$ cat src/rtl/image_pkg.sv
// Shared types and constants for the image pipeline (blur -> grayscale).
package image_pkg;

  // Frame geometry defaults, also used by the blur block.
  localparam int unsigned DefaultWidth  = 20;
  localparam int unsigned DefaultHeight = 12;

  // BT.601-style luma weights scaled by 256; they sum to 256.
  localparam int unsigned LumaCoefR  = 77;
  localparam int unsigned LumaCoefG  = 150;
  localparam int unsigned LumaCoefB  = 29;
  localparam int unsigned LumaRound  = 128;

  typedef enum logic [1:0] {
    StIdle  = 2'd0,
    StRun   = 2'd1,
    StDrain = 2'd2,
    StDone  = 2'd3
  } state_e;

  // Rounded 8-bit luma; the 16-bit sum peaks at 65408, so it never wraps.
  function automatic logic [7:0] luma_of(input logic [7:0] r, input logic [7:0] g,
                                         input logic [7:0] b);
    logic [15:0] acc;
    acc = 16'(LumaCoefR) * 16'(r) + 16'(LumaCoefG) * 16'(g) + 16'(LumaCoefB) * 16'(b)
        + 16'(LumaRound);
    return acc[15:8];
  endfunction

endpackage

$ cat src/rtl/pixel_fifo.sv
// Small synchronous FIFO holding {last, data} luma entries.
module pixel_fifo #(
  parameter int unsigned Depth = 4,
  parameter int unsigned DataW = 9,
  localparam int unsigned PtrW = (Depth > 1) ? $clog2(Depth) : 1,
  localparam int unsigned CntW = $clog2(Depth + 1)
) (
  input  logic             clk_i,
  input  logic             rst_ni,
  input  logic             push_i,
  input  logic [DataW-1:0] push_data_i,
  input  logic             pop_i,
  output logic [DataW-1:0] pop_data_o,
  output logic [CntW-1:0]  count_o,
  output logic             empty_o,
  output logic             full_o
);

  logic [DataW-1:0] mem_q [Depth];
  logic [PtrW-1:0]  wr_ptr_q, rd_ptr_q;
  logic [CntW-1:0]  count_q;
  logic             push_ok, pop_ok;

  assign empty_o    = (count_q == '0);
  assign full_o     = (count_q == CntW'(Depth));
  assign count_o    = count_q;
  assign pop_data_o = mem_q[rd_ptr_q];

  // A push at full is allowed only when a pop frees the slot on the same edge.
  assign pop_ok  = pop_i && !empty_o;
  assign push_ok = push_i && (!full_o || pop_ok);

  // Storage, pointers and occupancy; Depth is a power of two so pointers wrap freely.
  always_ff @(posedge clk_i or negedge rst_ni) begin
    if (!rst_ni) begin
      for (int i = 0; i < int'(Depth); i++) mem_q[i] <= '0;
      wr_ptr_q <= '0;
      rd_ptr_q <= '0;
      count_q  <= '0;
    end else begin
      if (push_ok) begin
        mem_q[wr_ptr_q] <= push_data_i;
        wr_ptr_q        <= wr_ptr_q + PtrW'(1);
      end
      if (pop_ok) rd_ptr_q <= rd_ptr_q + PtrW'(1);
      if (push_ok && !pop_ok)      count_q <= count_q + CntW'(1);
      else if (!push_ok && pop_ok) count_q <= count_q - CntW'(1);
    end
  end

endmodule

$ cat src/rtl/image_grayscale.sv
// Byte-serial RGB to 8-bit luma converter with frame tracking and output FIFO.
module image_grayscale
  import image_pkg::*;
#(
  parameter int unsigned WIDTH      = DefaultWidth,
  parameter int unsigned HEIGHT     = DefaultHeight,
  parameter int unsigned FIFO_DEPTH = 4
) (
  input  logic       clk_i,
  input  logic       rst_ni,
  input  logic       start_i,
  input  logic       in_valid_i,
  input  logic [7:0] in_data_i,
  output logic       in_ready_o,
  output logic       out_valid_o,
  output logic [7:0] out_data_o,
  input  logic       out_ready_i,
  output logic       out_last_o,
  output logic       busy_o,
  output logic       done_o
);

  localparam int unsigned Total    = WIDTH * HEIGHT;
  localparam int unsigned CntW     = $clog2(Total + 1);
  localparam int unsigned FifoCntW = $clog2(FIFO_DEPTH + 1);

  state_e          state_q;
  logic [1:0]      color_q;
  logic [7:0]      r_q, g_q;
  logic [CntW-1:0] pix_q;

  logic [FifoCntW-1:0] fifo_count;
  logic                fifo_empty, fifo_full;
  logic [8:0]          fifo_rdata;
  logic                in_fire, push, pop, last_pix;
  logic                unused_full;

  assign unused_full = fifo_full;

  // Ready is based on occupancy alone so an accepted B beat always has a free slot.
  assign in_ready_o  = (state_q == StRun) && (fifo_count < FifoCntW'(FIFO_DEPTH));
  assign in_fire     = in_valid_i && in_ready_o;
  assign push        = in_fire && (color_q == 2'd2);
  assign last_pix    = (pix_q == CntW'(Total - 1));

  assign out_valid_o = !fifo_empty;
  assign out_data_o  = fifo_rdata[7:0];
  assign out_last_o  = out_valid_o && fifo_rdata[8];
  assign pop         = out_valid_o && out_ready_i;

  assign busy_o      = (state_q == StRun) || (state_q == StDrain);
  assign done_o      = (state_q == StDone);

  // Frame FSM with colour phase, stored R/G and pixel counter.
  always_ff @(posedge clk_i or negedge rst_ni) begin
    if (!rst_ni) begin
      state_q <= StIdle;
      color_q <= 2'd0;
      r_q     <= 8'd0;
      g_q     <= 8'd0;
      pix_q   <= '0;
    end else begin
      unique case (state_q)
        StIdle, StDone: begin
          if (start_i) begin
            state_q <= StRun;
            color_q <= 2'd0;
            pix_q   <= '0;
          end
        end
        StRun: begin
          if (in_fire) begin
            unique case (color_q)
              2'd0: begin
                r_q     <= in_data_i;
                color_q <= 2'd1;
              end
              2'd1: begin
                g_q     <= in_data_i;
                color_q <= 2'd2;
              end
              default: begin
                color_q <= 2'd0;
                pix_q   <= pix_q + CntW'(1);
                if (last_pix) state_q <= StDrain;
              end
            endcase
          end
        end
        StDrain: begin
          if (out_last_o && out_ready_i) state_q <= StDone;
        end
        default: state_q <= StIdle;
      endcase
    end
  end

  pixel_fifo #(
    .Depth (FIFO_DEPTH),
    .DataW (9)
  ) u_fifo (
    .clk_i       (clk_i),
    .rst_ni      (rst_ni),
    .push_i      (push),
    .push_data_i ({last_pix, luma_of(r_q, g_q, in_data_i)}),
    .pop_i       (pop),
    .pop_data_o  (fifo_rdata),
    .count_o     (fifo_count),
    .empty_o     (fifo_empty),
    .full_o      (fifo_full)
  );

endmodule

$ cat config.mk
export PLATFORM = sky130hd
export DESIGN_NAME = image_grayscale
export DESIGN_NICKNAME = d
export VERILOG_FILES = /design/src/rtl/image_pkg.sv /design/src/rtl/pixel_fifo.sv /design/src/rtl/image_grayscale.sv
export SDC_FILE = /design/constraint.sdc
export NUM_CORES = 1
export LEC_CHECK = 0
export CAP_MARGIN = 20
export CORE_MARGIN = 5
export CORE_UTILIZATION = 45
export DETAILED_ROUTE_END_ITERATION = 10
export DONT_BUFFER_PORTS = 1
export SYNTH_ARGS = -nofsm -noshare
export SYNTH_HDL_FRONTEND = slang
export SYNTH_HIERARCHICAL = 1
export SYNTH_SLANG_ARGS = --single-unit
$ cat constraint.sdc
create_clock -name clk_i -period 7 [get_ports clk_i]
set_clock_uncertainty 0.15 [all_clocks]
set_input_delay 1.75 -clock clk_i [delete_from_list [all_inputs] [get_ports clk_i]]
set_output_delay 1.75 -clock clk_i [all_outputs]
set_load 0.005 [all_outputs]
==> results of run 1 <==
-- registers in the layout, summed over array words and instances (netlist names) --
| name | cells |
|---|---|
| color_q | 2 |
| g_q | 8 |
| pix_q | 8 |
| r_q | 8 |
| state_q | 2 |
| u_fifo/count_o | 3 |
| u_fifo/mem_q | 36 |
| u_fifo/rd_ptr_q | 2 |
| u_fifo/wr_ptr_q | 2 |
-- final cells by class --
| cell class | instances | area, um2 |
|---|---|---|
| clock inverter | 6 | 91.3 |
| tap | 184 | 230 |
| clock buffer | 10 | 239 |
| inverter | 114 | 428 |
| timing repair buffer | 13 | 97.6 |
| sequential | 71 | 1780 |
| multi-input combinational | 386 | 4400 |
| fill | 1239 | 7100 |
-- metrics by stage --
stage               worst slack, ps  area, um2
finish                          236       7270
global route                   23.0       7270
CTS                            12.7       7160
detailed placement             -117       6820
global placement              -64.1       6820
floorplan                       148       6520
-- layer usage --
metal	vias to the layer above	part of all wire	wire (um)	global-route usage
li1	1941	-	-	-
met1	2015	0.46	5880	0.228
met2	56	0.48	6110	0.270
met3	15	0.053	676	0.0504
met4	0	0.013	165	0.0393
met5	-	0	0	0
-- cell usage in the layout, fill, tap and decap left out, types with 6 or more instances in the layout --
master,count
o21ai_0,12
ha_1,100
xor2_1,12
nand2_1,23
buf_4,13
nor2_1,19
inv_1,114
a21oi_1,6
mux4_2,9
xnor2_1,14
mux2_2,49
fa_1,56
clkbuf_16,9
dfrtp_1,70
nor2b_1,9
-- timing repair --
action | CTS | global route
setup endpoints to repair | 6 | 20
resized for setup | 2 | 15
pin swaps | 0 | 13
buffers inserted | 0 | 1
-- worst paths after layout --
| path | start | endpoint | slack [ps] |
|---|---|---|---|
| worst min-delay path | u_fifo/mem_q[9] | u_fifo/mem_q[9] | 350 |
| worst min register to register | u_fifo/mem_q[9] | u_fifo/mem_q[9] | 350 |
| worst max-delay path | in_data_i[1] | u_fifo/mem_q[25] | 240 |
| max in group asynchronous | rst_ni | u_fifo/mem_q[14] | 5610 |
| worst max register to register | g_q[3] | u_fifo/mem_q[25] | 290 |
| min in group asynchronous | rst_ni | g_q[5] | 950 |
==> flow_metrics.tcl, run 1 <==
set metrics [dict create \
    cp.depth 18 \
    critPathMaxFanout 6 \
    io-pin-count 26 \
    final_cells 784 \
    clk_path_buf_depth 2 \
    post_drt_wl_per_cell_um 16.4 \
    r2r_cells 24 \
    insertedDiodeCount 0 \
    grt_overflow 0 \
    port_buffers 0 \
    insertion_delay_ps 350 \
    dp.cells 767 \
    period_minus_slack_ps 6760 \
    rsz0062_at_grt "false" \
    finalWeightedCongestion 0.807 \
    fin_crit_sh 0.966 \
    fmax_ghz 0.148 \
    die_area_mm2 0.0170 \
    grt_pass1_vias 4354 \
    dieHeight_um 130 \
    startpoint_type "input pin" \
    drc 0 \
    crit_chain "fa_1 -> inv_1 -> fa_1 -> inv_1 -> fa_1 -> inv_1 -> fa_1 -> inv_1 -> fa_1 -> ha_1 -> ha_1 -> a2111oi_4 -> o21ai_2 -> a221oi_4 -> o211ai_2 -> a31oi_2 -> xnor2_2 -> mux2_2" \
    status "finished, final reports clean" \
    antenna_found_initial 0 \
    worst_pin_slew_ps 867 \
    hp-class "reg2reg" \
    coreArea_mm2 0.0144 \
    viasPerCell 5.14 \
    first_pass_iters 4 \
    cp-end-kind "flop" \
    drv_slew 0 \
    hpwlAfterDp_um 10400 \
    postCtsHoldBufs 0 \
    relSlewSlack 0.420 \
    yosysWarnings 6 \
    grt_pass1_wl_um 22200 \
    cp_common_cell "fa_1" \
    die_x_um 130 \
    initial_core_util 0.454 \
    clkSinkCount 71 \
    wirelength_um 12800 \
    cts-htree-levels 3 \
    hold-worst-slack_ps 352 \
    layout.nets 769 \
    worst-path-buf-inv 4 \
    cts_tree "yes" \
    crit_type "in2reg" \
    num_rows 44 \
    synth_area_per_cell_um2 11.3 \
    clkTransAtPathRegs_ps 70 \
    cap_violations 0 \
    syn_area_mm2 0.00652 \
    slowest_stage "fa_1" \
    finalSetupViolCount 0 \
    numCtsBuffers 9 \
    clockRootBuffer "clkbuf_16" \
    critical_path.top_delay_family "adder cells" \
    worstPathRequired_ps 7080 \
    slowest_delay_ps 530 \
    grt_max_degree 72 \
    vias 4027 \
    final_core_util 0.506 \
    area_delta_synth_final_pct 11.4 \
    syn-num-nets 749 \
    grt_use_total 0.169 \
    postRouteAntennaNets 0 \
    fin_tns_setup_ps 0 \
    syn_inst 575 \
    crit_arrival_ps 6850 \
    drive_above_1_share 0.195 \
    dr.first_iter.drc_count 127 \
    hold_violations 0 \
    min_path_cells 1 \
]
Power of run 1 is not shown: default switching activity piles up to over one toggle a cycle in this logic, so the estimate is an artifact.
==> run 2: changes to the inputs <==
==> constraint.sdc (replaced) <==
create_clock -name clk_i -period 5.6 [get_ports clk_i]
set_clock_uncertainty 0.15 [all_clocks]
set_input_delay 1.4 -clock clk_i [delete_from_list [all_inputs] [get_ports clk_i]]
set_output_delay 1.4 -clock clk_i [all_outputs]
set_load 0.005 [all_outputs]
==> run 2 against run 1 <==
Compared with the run above:
- the run now ends with negative setup slack left
- global-route usage increased by 0.073 points
- sequential share of layout area fell by 2.6 points
- non-clock buffer count grew 44
- via count rose by 4.0%
- flip-flop and latch count stayed put
- critical path depth is 7 higher
- critical path type is now reg2reg
==> flow_metrics.tcl, run 2 (synthesis gave the netlist of run 1 again) <==
set metrics [dict create \
    status "finished with violations" \
    violations "negative setup slack" \
    port_buffers 0 \
    drc 0 \
    rr_endpoint "u_fifo/mem_q[15]" \
    worstHoldEndpoint "u_fifo/mem_q[17]" \
    hpwlAfterDp_um 10300 \
    postCtsHoldBufs 0 \
    largest_reg_flops 36 \
    vias 4187 \
    startpoint_type "flop" \
    layout.nets 813 \
    postRouteAntennaNets 0 \
    r2r_cells 25 \
    hold_violations 0 \
    worstPathRequired_ps 5670 \
    fin_tns_setup_ps -19860 \
    topRoutingLayerUsed "met4" \
    final_core_util 0.565 \
    hold_path_startpoint "u_fifo/mem_q[17]" \
    relSlewSlack 0.332 \
    worst_pin_slew_ps 999 \
    layout_setup_ws_ps -813 \
    viasPerCell 5.06 \
    clkSinkCount 71 \
    period_minus_slack_ps 6410 \
    wirelength_um 13200 \
    cp-end-kind "flop" \
    timing.rr.start "g_q[5]" \
    insertion_delay_ps 340 \
    initial_core_util 0.454 \
    min_path_cells 1 \
    regMostFlops "u_fifo/mem_q" \
    final_common_cell "inv_1" \
    wl_met2_um 6720 \
    grt_pass1_wl_um 22600 \
    grt_max_degree 72 \
    die_area_mm2 0.0170 \
    worst-path-buf-inv 5 \
    dpl_cell_area_mm2 0.00728 \
    first_pass_iters 4 \
    slowest_stage "fa_1" \
    drive_above_1_share 0.349 \
    clkTransAtPathRegs_ps 60 \
    numCtsBuffers 9 \
    slowest_delay_ps 490 \
    critical_path.top_delay_family "adder cells" \
    crit_arrival_ps 6480 \
    clockRootBuffer "clkbuf_16" \
    num_rows 44 \
    grt_overflow 0 \
    area_delta_synth_final_pct 24.4 \
    crit_type "reg2reg" \
    die_x_um 130 \
    grt_use_total 0.169 \
    fin_area_mm2 0.00811 \
    grt_pass1_vias 4653 \
    dieHeight_um 130 \
    antenna_found_initial 0 \
    fmax_ghz 0.156 \
    coreArea_mm2 0.0144 \
    post_drt_wl_per_cell_um 15.9 \
    r2r_slack_ps -810 \
    critPathMaxFanout 4 \
    rsz0062_at_grt "true" \
    met1Wirelength_um 5980 \
    cts-htree-levels 3 \
    drv_slew 0 \
    cp.depth 25 \
    clk_path_buf_depth 2 \
    cts_tree "yes" \
    hp-class "reg2reg" \
    finalSetupViolCount 32 \
    cap_violations 0 \
    fin_crit_sh 1.15 \
    final_cell_mix "inv_1, ha_1, dfrtp_1, buf_4, fa_1" \
    insertedDiodeCount 0 \
    finalWeightedCongestion 0.809 \
    io-pin-count 26 \
    dr.first_iter.drc_count 90 \
    wl_met3_um 395 \
]
## run 2: cell count changes in the layout (fill, tap and decap cells not counted), sizes merged
cell      delta
buf         +44
clkinv       -1
clkinvlp     +2
clkbuf       +1
bufinv       -2
## run 2: layer usage
layer	vias to the layer above	track usage
li1	2031	-
met1	2112	0.218
met2	30	0.293
met3	14	0.0407
met4	0	0.0369
met5	-	0
## run 2: repair_timing
action                                  CTS  global route
gates resized for setup                  45            39
pin swaps                                 9            21
buffers inserted                          8             3
endpoints found under the setup margin   32            32
## run 2: worst max-delay path by stage
stage	end	startpoint
2_1_floorplan	u_fifo/mem_q[13]	in_data_i[4]
3_5_place_dp	u_fifo/mem_q[4]	in_data_i[0]
5_1_grt	u_fifo/mem_q[24]	g_q[5]
3_3_place_gp	u_fifo/mem_q[13]	in_data_i[4]
4_1_cts	u_fifo/mem_q[32]	g_q[4]
6_report	u_fifo/mem_q[15]	g_q[5]
## run 2: metrics by stage
| step | setup slack [ps] | hold WS (ps) | std cells |
|---|---|---|---|
| floorplan | -689 | 325 | 575 |
| global placement | -909 | 333 | 804 |
| detailed placement | -958 | 341 | 804 |
| CTS | -883 | 356 | 827 |
| global route | -1020 | 366 | 828 |
| finish | -813 | 349 | 828 |
## run 2: cell type report
cell class / instances / area (um2)
Sequential cell: 71 / 1780
Fill cell: 1174 / 6250
Timing Repair Buffer: 57 / 447
Multi-Input combinational cell: 386 / 4940
Inverter: 114 / 428
Clock buffer: 11 / 253
Tap cell: 184 / 230
Clock inverter: 5 / 41.3
Power of run 2 is left out for the same reason.
==> run 3: changes to the inputs <==
==> constraint.sdc (replaced) <==
create_clock -name clk_i -period 5.2 [get_ports clk_i]
set_clock_uncertainty 0.15 [all_clocks]
set_input_delay 1.3 -clock clk_i [delete_from_list [all_inputs] [get_ports clk_i]]
set_output_delay 1.3 -clock clk_i [all_outputs]
set_load 0.005 [all_outputs]
==> run 3 against run 2 <==
Compared with the run above:
- the run still ends with negative setup slack left
- critical path depth unchanged
- setup slack worse by 610 ps
- non-clock buffer count up 5
- register-to-register slack worse by 610 ps
- first-iteration DRC count up 19%
- largest cell class unchanged
- worst hold slack better by 3.7 ps
==> flow_metrics.tcl, run 3 (synthesis gave the netlist of run 1 again) <==
set metrics [dict create \
    r2r_cells 25 \
    fillers 1176 \
    worst_pin_slew_ps 987 \
    drv_slew 0 \
    worst-path-buf-inv 5 \
    status "finished with violations" \
    pre_cts_ws_ps -1360 \
    wirelength_um 13800 \
    final_common_cell "inv_1" \
    postCtsHoldBufs 0 \
    cts_tree "yes" \
    insertedDiodeCount 0 \
    r2r_slack_ps -1420 \
    clkSinkCount 71 \
    insertion_delay_ps 340 \
    rsz0062_at_grt "true" \
    fin_area_mm2 0.00813 \
    grt_max_degree 72 \
    regMostFlops "u_fifo/mem_q" \
    postRouteAntennaNets 0 \
    rr_endpoint "u_fifo/mem_q[13]" \
    initial_core_util 0.454 \
    hold_violations 0 \
    clkTransAtPathRegs_ps 50 \
    antenna_found_initial 0 \
    clk_path_buf_depth 2 \
    timing.rr.start "g_q[3]" \
    io-pin-count 26 \
    cp_common_cell "fa_1" \
    layout_setup_ws_ps -1420 \
    cap_violations 0 \
    finalWeightedCongestion 0.819 \
    layout.nets 818 \
    violations "negative setup slack" \
    final_cell_mix "inv_1, ha_1, dfrtp_1, buf_4, fa_1" \
    cts-htree-levels 3 \
    drc 0 \
    area_delta_synth_final_pct 24.6 \
    crit_type "reg2reg" \
    drive_above_1_share 0.314 \
    port_buffers 0 \
    coreArea_mm2 0.0144 \
    dieHeight_um 130 \
    viasPerCell 5.06 \
    vias 4208 \
    post_drt_wl_per_cell_um 16.6 \
    largest_reg_flops 36 \
    crit_arrival_ps 6690 \
    fin_crit_sh 1.27 \
    finalSetupViolCount 32 \
    final_core_util 0.565 \
    worstHoldEndpoint "u_fifo/mem_q[10]" \
    die_area_mm2 0.0170 \
    grt_use_total 0.171 \
    critPathMaxFanout 4 \
    hp-class "reg2reg" \
    multi_input_area_mm2 0.00488 \
    num_rows 44 \
    worstPathRequired_ps 5270 \
    first_pass_iters 4 \
    grt_pass1_wl_um 22700 \
    dpl_cell_area_mm2 0.00729 \
    clockRootBuffer "clkbuf_16" \
    cp-end-kind "flop" \
    startpoint_type "flop" \
    slowest_delay_ps 530 \
    period_minus_slack_ps 6620 \
    grt_overflow 0 \
    dr.first_iter.drc_count 107 \
    slowest_stage "fa_1" \
    relSlewSlack 0.339 \
    seqCellArea_mm2 0.00178 \
    numCtsBuffers 9 \
    fmax_ghz 0.151 \
    min_path_cells 1 \
    grt_pass1_vias 4613 \
    hold_path_startpoint "u_fifo/mem_q[10]" \
    critical_path.top_delay_family "adder cells" \
    hpwlAfterDp_um 10600 \
    die_x_um 130 \
]
## run 3: cell count changes in the layout (fill, tap and decap cells not counted), moves of 4 or more
cell | previous run | this run
inv_1 | 100 | 106
buf_4 | 52 | 57
mux2_2 | 25 | 21
mux2_4 | 24 | 28
ha_1 | 78 | 87
ha_4 | 25 | 18
fa_1 | 44 | 50
inv_2 | 14 | 8
fa_2 | 12 | 6
## run 3: worst max path at each step
stage	to	startpoint	slack, ps	cells after the start
after global routing	u_fifo/mem_q[13]	g_q[3]	-1700	25
after detailed placement	u_fifo/mem_q[22]	g_q[4]	-1360	22
after CTS	u_fifo/mem_q[22]	g_q[4]	-1330	22
after floorplan	u_fifo/mem_q[13]	g_q[5]	-1070	24
after global placement	u_fifo/mem_q[4]	g_q[4]	-1280	22
final	u_fifo/mem_q[13]	g_q[3]	-1420	25
## run 3: stage by stage
stage | instances | hold WS [ps] | setup TNS, ps
final | 831 | 353 | -38770
after global routing | 831 | 371 | -45750
after CTS | 820 | 355 | -35980
after detailed placement | 804 | 341 | -37420
after global placement | 804 | 333 | -35200
after floorplan | 575 | 325 | -28310
## run 3: worst register-to-register path, cell delays in order (launching register included)
cell,delay (ps)
dfrtp_1,400
ha_1,300
ha_1,270
ha_1,270
inv_1,40
fa_1,500
inv_2,50
ha_4,280
o21ai_4,60
nor2b_4,140
xnor2_4,180
fa_1,460
fa_1,490
inv_1,50
fa_1,480
inv_1,60
fa_1,530
ha_4,220
ha_4,240
o211a_1,150
a221oi_4,360
buf_4,190
o21bai_4,60
a211oi_2,240
nor2_2,90
mux2_4,260
## run 3: layout make-up
cell class | instances | area share
Clock buffer | 11 | 0.0299
Clock inverter | 3 | 0.00847
Inverter | 114 | 0.0527
Multi-Input combinational cell | 386 | 0.600
Sequential cell | 71 | 0.219
Tap cell | 184 | 0.0283
Timing Repair Buffer | 62 | 0.0617
## run 3: metal layers
layer | global-route usage | vias to the layer above | share of wire | wire length [um]
met2 | 0.288 | 49 | 0.50 | 6880
met1 | 0.220 | 2104 | 0.45 | 6130
met5 | 0 | - | 0 | 0
met4 | 0.0502 | 0 | 0.015 | 209
met3 | 0.0447 | 19 | 0.039 | 541
li1 | - | 2036 | - | -
## run 3: what timing repair did
item,in CTS,in global routing
resized for setup,22,46
pin swaps,7,20
setup endpoints to repair,32,32
setup buffers,2,11
gates cloned,0,0
Power of run 3 is left out for the same reason.
